### config.mk
export PLATFORM = sky130hd
export DESIGN_NAME = vga_timing_gen_flat
export DESIGN_NICKNAME = d
export VERILOG_FILES = /design/src/rtl/vga_pkg.sv /design/src/rtl/vga_if.sv /design/src/rtl/vga_timing_gen_wrap_counter.sv /design/src/rtl/vga_timing_gen.sv /design/src/flat_wrapper.sv
export SDC_FILE = /design/constraint.sdc
export NUM_CORES = 1
export LEC_CHECK = 0
export CAP_MARGIN = 20
export CORE_AREA = 2 2 78 80
export CTS_CLUSTER_DIAMETER = 120
export DETAILED_ROUTE_END_ITERATION = 6
export DIE_AREA = 0 0 80 82
export PLACE_DENSITY = 0.49
export SYNTH_ARGS = -nofsm -noshare
export SYNTH_HDL_FRONTEND = slang
export SYNTH_HIERARCHICAL = 1
export SYNTH_SLANG_ARGS = --single-unit
### constraint.sdc
create_clock -name clk65MHz -period 2.7 [get_ports clk65MHz]
set_clock_uncertainty 0.05 [all_clocks]
set_input_delay 0.54 -clock clk65MHz [delete_from_list [all_inputs] [get_ports clk65MHz]]
set_output_delay 0.54 -clock clk65MHz [all_outputs]
set_load 0.01 [all_outputs]
### src/rtl/vga_pkg.sv
`default_nettype none
// ============================================================================
// vga_pkg : XGA 1024x768@60 timing constants and counter width
// Revision: 1.0
// ============================================================================
package vga_pkg;

  localparam int COUNT_W  = 11;

  localparam int H_ACTIVE = 1024;
  localparam int H_FP     = 24;
  localparam int H_SYNC   = 136;
  localparam int H_TOTAL  = 1344;

  localparam int V_ACTIVE = 768;
  localparam int V_FP     = 3;
  localparam int V_SYNC   = 6;
  localparam int V_TOTAL  = 806;

endpackage
`default_nettype wire

### src/rtl/vga_if.sv
`default_nettype none
// ============================================================================
// vga_if : pixel-stream bundle passed between the vga pipeline stages
// Revision: 1.0
// ============================================================================
interface vga_if;
  import vga_pkg::*;

  logic [COUNT_W-1:0] hcount;
  logic [COUNT_W-1:0] vcount;
  logic               hsync;
  logic               vsync;
  logic               hblnk;
  logic               vblnk;
  logic [11:0]        rgb;

  modport out (output hcount, vcount, hsync, vsync, hblnk, vblnk, rgb);
  modport in  (input  hcount, vcount, hsync, vsync, hblnk, vblnk, rgb);
endinterface
`default_nettype wire

### src/rtl/vga_timing_gen_wrap_counter.sv
`default_nettype none
// ============================================================================
// wrap_counter : 0..MAX counter advancing on inc, exposes next value and wrap
// Revision: 1.0
// ============================================================================
module wrap_counter #(
  parameter int WIDTH = 11,
  parameter int MAX   = 1343
) (
  input  logic             clk65MHz,
  input  logic             rst,
  input  logic             inc,
  output logic [WIDTH-1:0] count,
  output logic [WIDTH-1:0] count_next,
  output logic             wrap
);

  localparam logic [WIDTH-1:0] c_max = WIDTH'(MAX);

  logic [WIDTH-1:0] r_count;

  always_comb begin
    wrap       = inc && (r_count == c_max);
    count_next = r_count;
    if (wrap) begin
      count_next = '0;
    end else if (inc) begin
      count_next = r_count + 1'b1;
    end
  end

  always_ff @(posedge clk65MHz) begin
    if (rst) begin
      r_count <= '0;
    end else begin
      r_count <= count_next;
    end
  end

  assign count = r_count;

endmodule
`default_nettype wire

### src/rtl/vga_timing_gen.sv
`default_nettype none
// ============================================================================
// vga_timing_gen : XGA raster timing source with line/frame strobes
// Revision: 1.0
// ============================================================================
module vga_timing_gen #(
  parameter int H_ACTIVE = vga_pkg::H_ACTIVE,
  parameter int H_FP     = vga_pkg::H_FP,
  parameter int H_SYNC   = vga_pkg::H_SYNC,
  parameter int H_TOTAL  = vga_pkg::H_TOTAL,
  parameter int V_ACTIVE = vga_pkg::V_ACTIVE,
  parameter int V_FP     = vga_pkg::V_FP,
  parameter int V_SYNC   = vga_pkg::V_SYNC,
  parameter int V_TOTAL  = vga_pkg::V_TOTAL
) (
  input  logic clk65MHz,
  input  logic rst,
  vga_if.out   vga_out_if,
  output logic line_start,
  output logic frame_start
);

  localparam int W = vga_pkg::COUNT_W;

  localparam logic [W-1:0] c_hblnk_start = W'(H_ACTIVE);
  localparam logic [W-1:0] c_hsync_start = W'(H_ACTIVE + H_FP);
  localparam logic [W-1:0] c_hsync_end   = W'(H_ACTIVE + H_FP + H_SYNC);
  localparam logic [W-1:0] c_vblnk_start = W'(V_ACTIVE);
  localparam logic [W-1:0] c_vsync_start = W'(V_ACTIVE + V_FP);
  localparam logic [W-1:0] c_vsync_end   = W'(V_ACTIVE + V_FP + V_SYNC);

  logic [W-1:0] w_hcount;
  logic [W-1:0] w_hnext;
  logic [W-1:0] w_vcount;
  logic [W-1:0] w_vnext;
  logic         w_hwrap;
  logic         w_vwrap;

  logic r_hsync;
  logic r_vsync;
  logic r_hblnk;
  logic r_vblnk;
  logic r_line_start;
  logic r_frame_start;

  wrap_counter #(.WIDTH(W), .MAX(H_TOTAL - 1)) u_hcnt (
    .clk65MHz   (clk65MHz),
    .rst        (rst),
    .inc        (1'b1),
    .count      (w_hcount),
    .count_next (w_hnext),
    .wrap       (w_hwrap)
  );

  wrap_counter #(.WIDTH(W), .MAX(V_TOTAL - 1)) u_vcnt (
    .clk65MHz   (clk65MHz),
    .rst        (rst),
    .inc        (w_hwrap),
    .count      (w_vcount),
    .count_next (w_vnext),
    .wrap       (w_vwrap)
  );

  // Flags decode the next counts so they land alongside the counts they describe.
  // A wrap is the only way the next count becomes 0, so wraps double as strobes.
  always_ff @(posedge clk65MHz) begin
    if (rst) begin
      r_hsync       <= 1'b0;
      r_vsync       <= 1'b0;
      r_hblnk       <= 1'b0;
      r_vblnk       <= 1'b0;
      r_line_start  <= 1'b0;
      r_frame_start <= 1'b0;
    end else begin
      r_hblnk       <= (w_hnext >= c_hblnk_start);
      r_vblnk       <= (w_vnext >= c_vblnk_start);
      r_hsync       <= (w_hnext >= c_hsync_start) && (w_hnext < c_hsync_end);
      r_vsync       <= (w_vnext >= c_vsync_start) && (w_vnext < c_vsync_end);
      r_line_start  <= w_hwrap;
      r_frame_start <= w_vwrap;
    end
  end

  assign vga_out_if.hcount = w_hcount;
  assign vga_out_if.vcount = w_vcount;
  assign vga_out_if.hsync  = r_hsync;
  assign vga_out_if.vsync  = r_vsync;
  assign vga_out_if.hblnk  = r_hblnk;
  assign vga_out_if.vblnk  = r_vblnk;
  assign vga_out_if.rgb    = 12'h000;
  assign line_start        = r_line_start;
  assign frame_start       = r_frame_start;

endmodule
`default_nettype wire

### src/flat_wrapper.sv
// flat-port wrapper written by rule: the top's interface ports become plain ports
module vga_timing_gen_flat 
#(
  parameter int H_ACTIVE = vga_pkg::H_ACTIVE,
  parameter int H_FP     = vga_pkg::H_FP,
  parameter int H_SYNC   = vga_pkg::H_SYNC,
  parameter int H_TOTAL  = vga_pkg::H_TOTAL,
  parameter int V_ACTIVE = vga_pkg::V_ACTIVE,
  parameter int V_FP     = vga_pkg::V_FP,
  parameter int V_SYNC   = vga_pkg::V_SYNC,
  parameter int V_TOTAL  = vga_pkg::V_TOTAL
)
  (clk65MHz, rst, line_start, frame_start, vga_out_if_hcount, vga_out_if_vcount, vga_out_if_hsync, vga_out_if_vsync, vga_out_if_hblnk, vga_out_if_vblnk, vga_out_if_rgb);
  vga_if vga_out_if_i ();
  input  logic clk65MHz;
  input  logic rst;
  output logic line_start;
  output logic frame_start;
  output wire logic [$bits(vga_out_if_i.hcount)-1:0] vga_out_if_hcount;
  output wire logic [$bits(vga_out_if_i.vcount)-1:0] vga_out_if_vcount;
  output wire logic [$bits(vga_out_if_i.hsync)-1:0] vga_out_if_hsync;
  output wire logic [$bits(vga_out_if_i.vsync)-1:0] vga_out_if_vsync;
  output wire logic [$bits(vga_out_if_i.hblnk)-1:0] vga_out_if_hblnk;
  output wire logic [$bits(vga_out_if_i.vblnk)-1:0] vga_out_if_vblnk;
  output wire logic [$bits(vga_out_if_i.rgb)-1:0] vga_out_if_rgb;
  assign vga_out_if_hcount = vga_out_if_i.hcount;
  assign vga_out_if_vcount = vga_out_if_i.vcount;
  assign vga_out_if_hsync = vga_out_if_i.hsync;
  assign vga_out_if_vsync = vga_out_if_i.vsync;
  assign vga_out_if_hblnk = vga_out_if_i.hblnk;
  assign vga_out_if_vblnk = vga_out_if_i.vblnk;
  assign vga_out_if_rgb = vga_out_if_i.rgb;
  vga_timing_gen #(.H_ACTIVE(H_ACTIVE), .H_FP(H_FP), .H_SYNC(H_SYNC), .H_TOTAL(H_TOTAL), .V_ACTIVE(V_ACTIVE), .V_FP(V_FP), .V_SYNC(V_SYNC), .V_TOTAL(V_TOTAL)) u_core (.clk65MHz(clk65MHz), .rst(rst), .vga_out_if(vga_out_if_i), .line_start(line_start), .frame_start(frame_start));
endmodule
# --- After elaboration in Yosys (flattened, before gate mapping) ---
# Cells that the tools add are included.
op_classes:
  addsub: 2
  n_lt_le_gt_ge: 6
  n_eq_ne: 2
  n_mux: 3
  n_reduce_logical: 3
op_table:
  columns: ["cell", "n"]
  rows:
  - ["$mux W11", 3]
  - ["$add A11 B1 Y11 const B", 2]
  - ["$ge A11 B10 Y1 const B", 2]
  - ["$ge A11 B11 Y1 const B", 2]
  - ["$eq A11 B10 Y1 const B", 1]
  - ["$eq A11 B11 Y1 const B", 1]
  - ["$lt A11 B10 Y1 const B", 1]
  - ["$lt A11 B11 Y1 const B", 1]
  - ["$logic_and A1 B1 Y1", 3]
word_totals:
  ff_bits: 28
  wordCells: 24

# --- Logic depth before layout (Yosys ltp) ---
logic_depth:
  word_depth: 5
  mapped_depth: 12
  depth_no_buf: 9

# --- Modules after synthesis ---
# Netlist, hierarchy kept.
by_module_without_submodules:
  columns: ["module", "n_inst", "cells_each", "area_each_um2", "seq_area_each_um2"]
  rows:
  - ["wrap_counter (u_core.u_hcnt)", 1, 66, 604.3, 220.2]
  - ["wrap_counter (u_core.u_vcnt)", 1, 71, 599.3, 220.2]
  - ["vga_timing_gen", 1, 36, 314.1, 120.1]

# --- Least setup slack after synthesis ---
# No wires, ideal clock.
synth_timing:
  kind: "register to register"
  from: "register u_core.u_hcnt.r_count[0] (netlist: u_core/u_hcnt/count[0])"
  to: "register u_core.r_vsync (netlist: u_core/vga_out_if.vsync)"
  setup_time_ns: 0.060
  arrival_time_ns: 2.863
  required_time_ns: 2.590
  slack_ns: -0.273
  path_stages_with_launch: 12
  n_path_buf: 2
  period_less_slack_ns: 2.973
  path_cell_list: "dfxtp_1 -> ha_1 -> and3_4 -> and4b_4 -> buf_6 -> clkbuf_1 -> nand2_1 -> nor4_4 -> nor2_1 -> or4b_1 -> o21ai_0 -> and3_1"
synth_via:
  elab_chain_cells: 5
  word_cells_on_any_way: 7
synth_lines:
  columns: ["element", "line_no", "rtl"]
  rows:
  - ["start: declaration", "vga_timing_gen_wrap_counter.sv:20", "logic [WIDTH-1:0] r_count;"]
  - ["start signal: assignment", "vga_timing_gen_wrap_counter.sv:36", "r_count <= count_next;"]
  - ["$eq A11 B11 Y1 *", "vga_timing_gen_wrap_counter.sv:23", "wrap = inc && (r_count == c_max);"]
  - ["via u_core.w_hwrap", "vga_timing_gen.sv:36", "logic w_hwrap;"]
  - ["$logic_and A1 B1 Y1 *", "vga_timing_gen_wrap_counter.sv:23", null]
  - ["via u_core.w_vwrap", "vga_timing_gen.sv:37", "logic w_vwrap;"]
  - ["$mux W11 *", "vga_timing_gen_wrap_counter.sv:25", "if (wrap) begin"]
  - ["via u_core.w_vnext[2]", "vga_timing_gen.sv:35", "logic [W-1:0] w_vnext;"]
  - ["$ge A11 B10 Y1 or $lt A11 B10 Y1 (tied branches)", "vga_timing_gen.sv:78", "r_vsync <= (w_vnext >= c_vsync_start) && (w_vnext < c_vsync_end);"]
  - ["$logic_and A1 B1 Y1 *", "vga_timing_gen.sv:78", null]
  - ["end signal: assignment", "vga_timing_gen.sv:78", null]
  - ["end: declaration", "vga_timing_gen.sv:40", "logic r_vsync;"]
# Mark *: on every way through the listed nets, which the timed path passes. The rest lies on a longest branch.
# A chain may end at the register's enable or synchronous reset.

# --- Worst setup path after layout ---
layout_timing:
  from: "register u_core.u_hcnt.r_count[2] (netlist: u_core/u_hcnt/count[2])"
  to: "register u_core.r_vsync (netlist: u_core/vga_out_if.vsync)"
layout_via:
  elab_chain_cells: 5
  word_cells_on_any_way: 7
layout_lines:
  columns: ["element", "line_no"]
  rows:
  - ["$eq A11 B11 Y1 *", "vga_timing_gen_wrap_counter.sv:23"]
  - ["via u_core.w_hwrap", "vga_timing_gen.sv:36"]
  - ["$mux W11 or $logic_and A1 B1 Y1 (tied branches)", "vga_timing_gen_wrap_counter.sv:27, vga_timing_gen_wrap_counter.sv:23"]
  - ["$mux W11 *", "vga_timing_gen_wrap_counter.sv:25"]
  - ["via u_core.w_vnext[10]", "vga_timing_gen.sv:35"]
  - ["$ge A11 B10 Y1 or $lt A11 B10 Y1 (tied branches)", "vga_timing_gen.sv:78"]
  - ["$logic_and A1 B1 Y1 *", "vga_timing_gen.sv:78"]
# Marked as above.

==> tab_implementation.tex <==
\begin{tabular}{lr}
\hline
Metric & Value \\
\hline
\multicolumn{2}{l}{\textbf{Critical path}} \\
\quad Beginning of the worst register-to-register path & u\_core/u\_hcnt/count[2]\$\_SDFF\_PP0\_ \\
\quad Element type at the critical path end & register \\
\quad Critical Path Fanout Max & 6 \\
\quad Req. time, crit path & 2.83 ns \\
\quad Capture instance of the worst register-to-register path & u\_core/vga\_out\_if.vsync\$\_SDFF\_PP0\_ \\
\quad Worst setup path startpoint & u\_core/u\_hcnt/count[2]\$\_SDFF\_PP0\_ \\
\quad Launching element type of the critical path & register \\
\quad Setup CP Type & reg -> reg \\
\quad Worst Reg2Reg Path Length in Cells & 10 \\
\quad R2R setup slack & 0.14 ns \\
\quad Crit path DAT & 2.69 ns \\
\multicolumn{2}{l}{\textbf{Global routing}} \\
\quad Largest net degree at the start of global routing & 16 \\
\quad Initial antenna violation count & 0 \\
\quad Wire length of the first global-routing pass & 6200 um \\
\quad Gr usage total & 12.2\% \\
\quad Via count of the first global-routing pass & 1317 \\
\quad Total global routing overflow & 0 \\
\multicolumn{2}{l}{\textbf{Power and ir drop}} \\
\quad PwrDens & 359 nW/um\^{}2 \\
\quad Static leakage power & 0.000784 uW \\
\quad Worst VDD drop & 157 uV \\
\multicolumn{2}{l}{\textbf{Floorplanning}} \\
\quad Std cell rows & 28 \\
\quad Initial Util & 26.3\% \\
\quad Vertical die dimension & 82 um \\
\quad DIE WIDTH & 80 um \\
\quad Area of the die & 6560 sq um \\
\quad Area of the core & 5750 sq um \\
\quad Ports placed on the boundary & 42 \\
\multicolumn{2}{l}{\textbf{Run}} \\
\quad Number of max-capacitance violations reported & 0 \\
\multicolumn{2}{l}{\textbf{Routing}} \\
\quad Detailed Routing Iterations Pass 1 & 4 \\
\quad Residual antenna-violating net count after detailed routing & 0 \\
\quad Via-to-Cell Ratio & 4.64 \\
\quad Via count of the routed design & 1360 \\
\quad Drt wl/cell & 12.6 um \\
\quad DRC errors left & 0 \\
\quad Count of routing violations after the opening detailed-route iteration & 83 \\
\quad Final wirelength & 3690 um \\
\multicolumn{2}{l}{\textbf{Placement}} \\
\quad Placed wire-length estimate after detailed placement & 2790 um \\
\quad Worst-case setup slack after placement & 0.148 ns \\
\quad Port buffer count & 29 \\
\quad Final RePlAce weighted congestion & 0.810 \\
\multicolumn{2}{l}{\textbf{Logic synthesis}} \\
\quad Synthesized cell area & 1510 sq um \\
\quad Synth Warn \# & 6 \\
\quad Syn\_area\_per\_cell & 8.83 sq um \\
\quad Number of cells produced by synthesis & 171 \\
\multicolumn{2}{l}{\textbf{CTS}} \\
\quad CTS H-tree lvls & 1 \\
\quad Clock buffer depth & 2 \\
\quad Clock input transition at the sequential cells of the worst setup and hold paths & 0.10 ns \\
\quad Number of buffers added by the clock tree synthesis step & 3 \\
\quad CTS Sinks & 28 \\
\quad TritonCTS clock tree & done \\
\quad Insertion delay of the later-clocked pin in the worst-skew pair & 0.28 ns \\
\quad \# hold bufs at CTS & 0 \\
\quad Clk Tree Root Cell & sky130\_fd\_sc\_hd\_\_clkbuf\_8 \\
\multicolumn{2}{l}{\textbf{Worst hold path}} \\
\quad Worst Hold Endpoint & u\_core/u\_vcnt/count[9]\$\_SDFF\_PP0\_ \\
\quad Worst hold-check path type & reg -> reg \\
\quad Hold Crit Depth & 2 \\
\quad Hold Path Origin & u\_core/u\_vcnt/count[9]\$\_SDFF\_PP0\_ \\
\multicolumn{2}{l}{\textbf{STA}} \\
\quad Max-slew headroom & 54.9\% \\
\quad Actual slew at the worst max-slew pin & 0.674 ns \\
\quad Endpoints failing setup & 0 \\
\quad Final clock period utilization by the worst path & 94.9\% \\
\quad Slew Viols, Final & 0 \\
\quad Crit path time final & 2.56 ns \\
\quad Final setup margin & 0.139 ns \\
\quad Hold violation count in the final report & 0 \\
\quad Highest clock rate & 0.390 GHz \\
\multicolumn{2}{l}{\textbf{Finish}} \\
\quad Total number of nets in the final design & 224 \\
\quad \# diodes & 0 \\
\quad Final Util & 35.4\% \\
\quad Ratio of cells with drive above 1 in the final layout & 18.8\% \\
\quad Synth-to-layout area growth & 34.8\% \\
\multicolumn{2}{l}{\textbf{Outcome}} \\
\quad Status & finished clean \\
\hline
\end{tabular}
## layer usage
metal,wire length (um),track usage (%),share of wire [%],up-vias
li1,-,-,-,682
met1,1620,14.6,44,639
met2,1840,21.9,50,37
met3,213,2.97,5.8,2
met4,13,2.88,0.35,0
met5,0,0,0,-
## repair_timing
item | in CTS | in global routing
resized for setup | 0 | 5
setup buffers | 0 | 3
setup endpoints to repair | 0 | 1
## flip-flops by register name (all words and copies together) (netlist names)
signal	cells
u_core/vga_out_if.hsync	1
u_core/frame_start	1
u_core/vga_out_if.vsync	1
u_core/vga_out_if.vblnk	1
u_core/line_start	1
u_core/u_hcnt/count	11
u_core/vga_out_if.hblnk	1
u_core/u_vcnt/count	11
## worst max-delay path by stage
stage                                    endpoint  slack (ns)  cells after the start
2_1_floorplan  u_core/vga_out_if.vsync$_SDFF_PP0_       0.004                     11
3_3_place_gp   u_core/vga_out_if.vsync$_SDFF_PP0_        0.14                     10
3_5_place_dp   u_core/vga_out_if.vsync$_SDFF_PP0_        0.15                      9
4_1_cts        u_core/vga_out_if.vsync$_SDFF_PP0_        0.11                      9
5_1_grt        u_core/vga_out_if.vsync$_SDFF_PP0_     -0.0005                     10
6_report       u_core/vga_out_if.vsync$_SDFF_PP0_        0.14                     10
## report_power, final
part	leakage, uW	total [uW]	switching [uW]	internal, uW
registers	0.000228	418	2.14	416
clock network	0.0000288	268	137	131
logic	0.000527	45.7	27.6	18.1
## final cells by class
type | count | area [sq um]
inverter | 2 | 7.51
sequential | 28 | 569
fill | 605 | 3710
multi-input combinational | 140 | 907
clock buffer | 4 | 55.1
timing repair buffer | 44 | 403
tap | 75 | 93.8
## cell usage in the layout (no fill, tap or decap), drive strengths merged, types with 3 or more instances in the layout
cell / n
a21oi: 15
and3: 4
and4: 3
and4b: 3
buf: 15
clkbuf: 4
clkdlybuf4s50: 29
conb: 18
dfxtp: 28
ha: 3
nand2: 14
nand3: 3
nand4: 8
nor2: 14
nor2b: 5
nor3: 7
nor4: 3
o21ai: 8
or3: 5
xnor2: 7
xor2: 4
## critical path, stage by stage (launching register included)
cell                      delay [ns]
sky130_fd_sc_hd__dfxtp_4        0.38
sky130_fd_sc_hd__and4_1         0.21
sky130_fd_sc_hd__and3_4         0.22
sky130_fd_sc_hd__and4b_4        0.29
sky130_fd_sc_hd__nand4_1        0.18
sky130_fd_sc_hd__buf_4          0.18
sky130_fd_sc_hd__buf_4          0.13
sky130_fd_sc_hd__or4_1          0.50
sky130_fd_sc_hd__nand2_2        0.12
sky130_fd_sc_hd__nor4_2         0.05
sky130_fd_sc_hd__and3_1         0.15
## metrics by stage
step | hold WS (ns) | cell area, sq um | total power (uW) | setup TNS (ns) | instances
finish | 0.495 | 2040 | 732 | 0 | 293
global route | 0.524 | 2040 | 769 | -0.000537 | 293
CTS | 0.487 | 1990 | 750 | 0 | 290
detailed placement | 0.471 | 1940 | 473 | 0 | 286
global placement | 0.475 | 1940 | 474 | 0 | 286
floorplan | 0.482 | 1590 | 466 | 0 | 187
(Power assumes the default switching activity.)
